$ cat src/rtl/pe1x1_accum.sv
// pe1x1_accum: accumulates CH_NUM channel beats per pixel group across OUTPUT_NUM lanes, with a one-entry skid and a valid/ready output.
// Define PE1X1_ACCUM_SAT_EN for saturating lane adds; otherwise adds wrap modulo 2^W.
module pe1x1_accum #(
   parameter int OUTPUT_NUM = 7,
   parameter int IW         = 24,
   parameter int FW         = 8,
   parameter int CH_NUM     = 16
) (
   input  logic                           clk,
   input  logic                           rst,
   input  logic [OUTPUT_NUM*(IW+FW)-1:0]  res_i,
   input  logic                           res_valid_i,
   output logic                           ready_o,
   output logic [OUTPUT_NUM*(IW+FW)-1:0]  acc_o,
   output logic                           acc_valid_o,
   input  logic                           acc_ready_i
);

   localparam int W  = IW + FW;
   localparam int BW = OUTPUT_NUM * W;
   localparam int CW = $clog2(CH_NUM);

   typedef enum logic {ST_ACC, ST_HOLD} state_t;

   state_t          r_state;
   state_t          w_state_nxt;
   logic [CW-1:0]   r_ch_cnt;
   logic [BW-1:0]   r_acc;
   logic [BW-1:0]   r_skid;
   logic            r_skid_vld;
   logic [BW-1:0]   r_out;
   logic            r_out_vld;
   logic [BW-1:0]   w_sum;
   logic            w_last;
   logic            w_out_free;

   function automatic logic [W-1:0] lane_add(input logic [W-1:0] a, input logic [W-1:0] b);
      logic [W-1:0] s;
      s = a + b;
`ifdef PE1X1_ACCUM_SAT_EN
      // Same-sign operands with a differently-signed result is the only overflow case.
      if ((a[W-1] == b[W-1]) && (s[W-1] != a[W-1]))
         s = a[W-1] ? {1'b1, {(W-1){1'b0}}} : {1'b0, {(W-1){1'b1}}};
`endif
      return s;
   endfunction

   assign w_last     = (r_ch_cnt == CW'(CH_NUM - 1));
   assign w_out_free = !r_out_vld || acc_ready_i;

   always_comb begin
      w_sum = '0;
      for (int k = 0; k < OUTPUT_NUM; k++) begin
         if (r_ch_cnt == '0)
            w_sum[k*W +: W] = res_i[k*W +: W];
         else
            w_sum[k*W +: W] = lane_add(r_acc[k*W +: W], res_i[k*W +: W]);
      end
   end

   always_ff @(posedge clk) begin
      if (rst) r_state <= ST_ACC;
      else     r_state <= w_state_nxt;
   end

   always_comb begin
      w_state_nxt = r_state;
      case (r_state)
         ST_ACC:  if (res_valid_i && w_last && !w_out_free) w_state_nxt = ST_HOLD;
         ST_HOLD: if (acc_ready_i) w_state_nxt = ST_ACC;
         default: w_state_nxt = ST_ACC;
      endcase
   end

   always_comb begin
      ready_o = !rst && (r_state == ST_ACC) && !r_skid_vld;
   end

   always_ff @(posedge clk) begin
      if (rst) begin
         r_acc      <= '0;
         r_ch_cnt   <= '0;
         r_skid     <= '0;
         r_skid_vld <= 1'b0;
         r_out      <= '0;
         r_out_vld  <= 1'b0;
      end else begin
         if (acc_ready_i)
            r_out_vld <= 1'b0;
         if (r_state == ST_ACC) begin
            if (res_valid_i) begin
               if (w_last) begin
                  r_ch_cnt <= '0;
                  if (w_out_free) begin
                     r_out     <= w_sum;
                     r_out_vld <= 1'b1;
                  end else begin
                     r_acc <= w_sum;
                  end
               end else begin
                  r_acc    <= w_sum;
                  r_ch_cnt <= r_ch_cnt + CW'(1);
               end
            end
         end else begin
            // HOLD: the held sum moves out on drain, and the next group's first beat seeds acc.
            if (acc_ready_i) begin
               r_out     <= r_acc;
               r_out_vld <= 1'b1;
               if (r_skid_vld) begin
                  r_acc      <= r_skid;
                  r_ch_cnt   <= CW'(1);
                  r_skid_vld <= 1'b0;
               end else if (res_valid_i) begin
                  r_acc    <= res_i;
                  r_ch_cnt <= CW'(1);
               end
            end else if (res_valid_i) begin
               r_skid     <= res_i;
               r_skid_vld <= 1'b1;
            end
         end
      end
   end

   assign acc_o       = r_out;
   assign acc_valid_o = r_out_vld;

endmodule
$ cat config.mk
export PLATFORM = sky130hd
export DESIGN_NAME = pe1x1_accum
export DESIGN_NICKNAME = d
export VERILOG_FILES = /design/src/rtl/pe1x1_accum.sv
export SDC_FILE = /design/constraint.sdc
export NUM_CORES = 2
export LEC_CHECK = 0
export CELL_PAD_IN_SITES_DETAIL_PLACEMENT = 0
export CELL_PAD_IN_SITES_GLOBAL_PLACEMENT = 2
export CORE_ASPECT_RATIO = 1.1
export CORE_MARGIN = 5
export CORE_UTILIZATION = 34
export CTS_CLUSTER_SIZE = 12
export DETAILED_ROUTE_END_ITERATION = 6
export GPL_TIMING_DRIVEN = 1
export PLACE_DENSITY_LB_ADDON = 0.1
export SLEW_MARGIN = 5
export SYNTH_ARGS = -nofsm -noshare
export SYNTH_HDL_FRONTEND = slang
export SYNTH_SLANG_ARGS = --single-unit
$ cat constraint.sdc
create_clock -name clk -period 4 [get_ports clk]
set_input_delay 0.4 -clock clk [delete_from_list [all_inputs] [get_ports clk]]
set_output_delay 0.4 -clock clk [all_outputs]
set_load 0.1 [all_outputs]
== Word level (Yosys, flattened, before mapping) ==
Cells that the tools add are included.

* Add/subtract/negate cells: 8
* Bitwise gates (word level): 2
* Eq/ne operators: 4
* Mux-type cells: 36
* Reduce and logical (&&, ||, !) cells: 19

{| class="wikitable"
|+ Operators with widths
! operator !! count
|-
| 2-to-1 mux 224 bit || 12
|-
| adder 32 bit || 7
|-
| 2-to-1 mux 32 bit || 7
|-
| 2-to-1 mux 4 bit || 6
|-
| 2-to-1 mux 1 bit || 10
|-
| AND reduction 4 bit || 2
|-
| nonzero test 2 bit || 4
|-
| AND reduction 3 bit || 2
|-
| adder 4 x 1 -> 4 bit, second input constant || 1
|-
| equality test 4 bit, second input constant || 1
|-
| logical AND 1 bit || 4
|-
| zero test 1 bit || 4
|-
| zero test 4 bit || 1
|-
| != test 3 x 2 -> 1 bit, second input constant || 1
|-
| != test 3 bit, second input constant || 1
|-
| != test 2 bit, second input constant || 1
|-
| inverter 1 bit || 2
|-
| one-hot mux 1 bit (2 select lines) || 1
|-
| AND reduction 2 bit || 1
|-
| logical OR 1 bit || 1
|}

* Register bits after elaboration: 679
* Bits of input ports: 228

== Depth between registers and ports, before layout ==
* Word-level depth: 6
* Depth in mapped cells: 12
* Depth with buffers taken out: 12

== Worst setup path before layout ==
OpenSTA, ideal clock, no wires.

* Path kind: reg-to-output
* From: register r_state
* To: output port ready_o
* Path slack: 403 ps
* Data required time: 3600 ps
* Stages on the path, launching flop included: 6
* Arrival time: 3197 ps
* Cell sequence: dfxtp_1 clkbuf_1 clkbuf_1 clkbuf_1 clkbuf_1 nor3_1

* Word-level cells in the longest chain between the ends: 3

{| class="wikitable"
|+ RTL lines
! what !! line !! text
|-
| from (decl) || 25 || <nowiki>state_t r_state;</nowiki>
|-
| from (signal assigned) || 63 || <nowiki>else r_state <= w_state_nxt;</nowiki>
|-
| inverter 1 bit || - ||
|-
| logical AND 1 bit (2 in series) || 76 || <nowiki>ready_o = !rst && (r_state == ST_ACC) && !r_skid_vld;</nowiki>
|-
| to (decl) || 13 || <nowiki>output logic ready_o,</nowiki>
|}

No other way between the ends.

== Final worst setup path ==
* From: register r_acc[0]
* To: register r_out[30], in the netlist acc_o[30]

* Word-level cells in the longest chain between the ends: 6

{| class="wikitable"
|+ RTL lines
! what !! line !! text
|-
| from (decl) || 28 || <nowiki>logic [BW-1:0] r_acc;</nowiki>
|-
| from (signal assigned) || 98 || <nowiki>r_acc <= w_sum;</nowiki>
|-
| from (signal assigned) || 101 || <nowiki>r_acc <= w_sum;</nowiki>
|-
| from (signal assigned) || 111 || <nowiki>r_acc <= r_skid;</nowiki>
|-
| adder 32 bit || 39 || <nowiki>s = a + b;</nowiki>
|-
| 2-to-1 mux 32 bit || 54 || <nowiki>if (r_ch_cnt == '0)</nowiki>
|-
| 2-to-1 mux 224 bit || 94 || <nowiki>if (w_out_free) begin</nowiki>
|-
| 2-to-1 mux 224 bit || 92 || <nowiki>if (w_last) begin</nowiki>
|-
| 2-to-1 mux 224 bit || 91 || <nowiki>if (res_valid_i) begin</nowiki>
|-
| 2-to-1 mux 224 bit || 90 || <nowiki>if (r_state == ST_ACC) begin</nowiki>
|-
| to (signal assigned) || 95 || <nowiki>r_out <= w_sum;</nowiki>
|-
| to (signal assigned) || 108 || <nowiki>r_out <= r_acc;</nowiki>
|-
| to (decl) || 31 || <nowiki>logic [BW-1:0] r_out;</nowiki>
|}

No other way between the ends. The select of a mux whose other input is x is not followed.
A chain may end at the register's enable or synchronous reset.

==> flow_summary.json <==
{
  "post-route-period-util": 0.840,
  "r2r_cells": 12,
  "fin_setup_tns_ps": 0,
  "area_delta_synth_final_pct": 21.7,
  "yosys_warnings": 0,
  "antenna_found_initial": 32,
  "ioPinCount": 454,
  "synth_top_family_by_area": "compound AO/OA/AOI/OAI gates",
  "fin_ws_ps": 639,
  "synth.net_count": 5990,
  "die_y_um": 378,
  "crit_type": "flip-flop to flip-flop",
  "async_reset_ff_frac": 0,
  "dp_worst_setup_slack_ps": 67.1,
  "r2r-start": "r_acc[0]",
  "met2_usage": 0.405,
  "total_power_uw": 19800,
  "cp_cell_sequence": "ha_1, fa_1, a211oi_2, o21bai_1, a221o_1, a31oi_1, o211ai_1, a31oi_2, o21ai_0, xor2_1, o22ai_1, o21ai_0",
  "drc": 0,
  "fp.dieArea_um2": 130000,
  "cts-root-buf": "clkbuf_16",
  "rsz0062_at_grt": "false",
  "clock_latency_ps": 680,
  "setup_violations": 0,
  "r2r-end": "acc_o[30]",
  "min_path_cells": 2,
  "ys_ff_latch": 679,
  "min_to": "acc_o[172]",
  "vias": 41200,
  "maxCapViolations": 0,
  "die_x_um": 344,
  "clock.fmax_mhz": 297,
  "nets": 6205,
  "ys_types": 89,
  "synth_compound_area_frac": 0.289,
  "routed_wl_um": 166000,
  "grt_max_degree": 172,
  "cts.clk_slew.worst_paths_ps": 60,
  "synth_xor_area_frac": 0.0379,
  "syn_inst": 5536,
  "synthMuxAreaShare": 0.0602,
  "end_kind": "flip-flop",
  "hold_buffers": 0,
  "drt_iter0_markers": 2684,
  "synth-main-ff-cell": "dfxtp_1",
  "netlist_area_um2": 41800,
  "slowest_delay_ps": 440,
  "powerDensity_nw_per_um2": 388,
  "cp_common_cell": "o21ai_0",
  "period_minus_slack_ps": 3360,
  "hold_path.class": "input pin to flip-flop",
  "hpwl_um": 109000,
  "grt_pass1_wl_um": 250000,
  "grt_pass1_vias": 40100,
  "fin_area_um2": 50900,
  "dpl_cell_area_um2": 48000,
  "ir_worst_vdd_mv": 0.289,
  "min-delay-start": "rst",
  "crit_path_top_delay_cell": "fa_1",
  "grt.busiest_layer": "met2",
  "globalRouteMet3Util": 0.0502,
  "portBuffers": 453,
  "cts_sinks": 679,
  "synth-simple-area-share": 0.175,
  "hold_viol": 0,
  "wl_per_cell_um": 22.2,
  "first_pass_iters": 6,
  "initial_utilization": 0.341,
  "status": "complete, no violations",
  "p_leak_uw": 0.0186,
  "track_usage": 0.245,
  "cp.arrival_ps": 3910,
  "cts_resized": 0,
  "grt_overflow": 0,
  "rows": 135,
  "tritoncts": "yes",
  "layout-drive-gt1-share": 0.0635,
  "viasPerCell": 5.51,
  "design.core.area_um2": 123000,
  "numCtsBuffers": 86,
  "maxSlewHeadroom": 0.186,
  "fin_skew_ps": 30.5,
  "htree_levels": 3,
  "rrSetupSlack_ps": 640,
  "synth_enable_flop_cells": 0,
  "critPathLaunchType": "flip-flop",
  "synthAdderAreaFrac": 0.0688,
  "critPathMaxFanout": 4,
  "avgSynthCellArea_um2": 7.56,
  "cts_setup_buffers": 0,
  "routabilityCongestion": 0.857,
  "ys_seq_area_frac": 0.325,
  "slew_violations": 0,
  "clock_path_buffers": 3,
  "grt.met1_usage": 0.323,
  "worst_pin_slew_ps": 1220,
  "critPathRequiredTime_ps": 4550,
  "antenna_left": 0
}
[power breakdown]
group | switching, uW | internal (uW)
clock network | 3240 | 4850
logic | 2710 | 1810
registers | 184 | 6980
[registers in the layout, summed over array words and instances, names as in the netlist]
| name | count |
|---|---|
| r_state | 1 |
| acc_o | 224 |
| r_acc | 224 |
| r_skid_vld | 1 |
| r_skid | 224 |
| acc_valid_o | 1 |
| r_ch_cnt | 4 |
[stage by stage]
| stage | utilization | hold WS [ps] | std cells |
|---|---|---|---|
| floorplan | - | 431 | 5536 |
| global placement | 0.391 | 438 | 7307 |
| detailed placement | 0.391 | 442 | 7307 |
| CTS | 0.414 | 109 | 7454 |
| global route | 0.414 | 158 | 7460 |
| finish | 0.415 | 152 | 7476 |
[how the worst max path moves through the flow]
stage,start,to,cells after the start
5_1_grt,r_acc[0],acc_o[30],12
6_report,r_acc[0],acc_o[30],12
3_3_place_gp,res_i[96],acc_o[124],13
3_5_place_dp,res_i[0],acc_o[30],13
4_1_cts,r_acc[0],r_acc[30],12
2_1_floorplan,r_state,ready_o,5
[cell usage in the layout, fill, tap and decap left out, types with 28 or more instances in the layout]
cell             instances
a21oi_1                926
nand2_1                871
dfxtp_1                677
clkdlybuf4s50_1        445
nor2_1                 419
o21ai_0                342
ha_1                   219
mux2i_1                175
a211oi_1               166
xnor2_1                106
a21o_1                 104
nor3_1                 103
nand3_1                 94
clkbuf_16               89
o211ai_1                78
buf_4                   78
xor2_1                  75
mux2_2                  67
inv_1                   63
nand4_1                 46
a31oi_1                 44
nand2b_1                43
o21bai_1                42
and3_1                  41
a32o_1                  33
a22oi_1                 30
o22ai_1                 28
[cells by family (layout without fill, tap and decap cells)]
kind of cell | after synthesis | count (layout)
xor+xnor | 181 | 181
compound gates | 1997 | 1997
mux | 243 | 243
other cells | 0 | 22
fa+ha+maj | 226 | 226
flops | 679 | 679
simple gates | 1721 | 1721
buf+inv | 489 | 763
[cell usage after synthesis, types with 11 or more instances]
cell type / number / area [um2]
a211o_1: 17 / 149
o211ai_1: 78 / 586
inv_1: 64 / 240
o31ai_1: 18 / 135
xnor2_1: 106 / 928
nor2_1: 423 / 1590
nor2b_1: 21 / 131
a21o_1: 104 / 781
nand2_1: 875 / 3280
a21oi_1: 927 / 4640
o22ai_1: 29 / 181
a211oi_1: 166 / 1250
o21a_1: 23 / 173
mux2_2: 67 / 754
and3_1: 42 / 263
a31oi_1: 44 / 275
mux2i_1: 175 / 1750
clkbuf_1: 373 / 1400
or3_1: 24 / 150
and2_1: 11 / 68.8
a221oi_1: 17 / 149
nand3_1: 95 / 475
o21ai_0: 342 / 1710
buf_1: 42 / 158
a32o_1: 33 / 330
o2111ai_1: 11 / 96.3
o21ai_1: 18 / 90.1
nor3_1: 103 / 515
a22oi_1: 30 / 225
nand2b_1: 43 / 269
o21bai_1: 42 / 315
ha_1: 219 / 2740
xor2_1: 75 / 657
dfxtp_1: 679 / 13600
nand4_1: 46 / 288
[area by class of cell]
type	instances	area (um2)
clock buffers	123	2510
fillers	12800	71900
well taps	1644	2060
repair buffers	551	5600
multi-input cells	4368	26500
flip-flops and latches	679	13600
inverters	65	256
diodes	22	55.1
clock inverters	24	332
[routing by layer]
layer  vias up  share of wire
li1      20400              -
met1     19700           0.45
met2       952           0.46
met3       218          0.063
met4        12          0.028
met5         -        0.00045
[worst max-delay path: cells and delay by family (launching register included)]
family	cells	cell delay, ps
XOR/XNOR	1	150
adder cells (fa/ha/maj)	2	670
flip-flops	1	330
AO/OA/AOI/OAI	9	2070
Note: power is estimated with default switching activity, not from simulation.
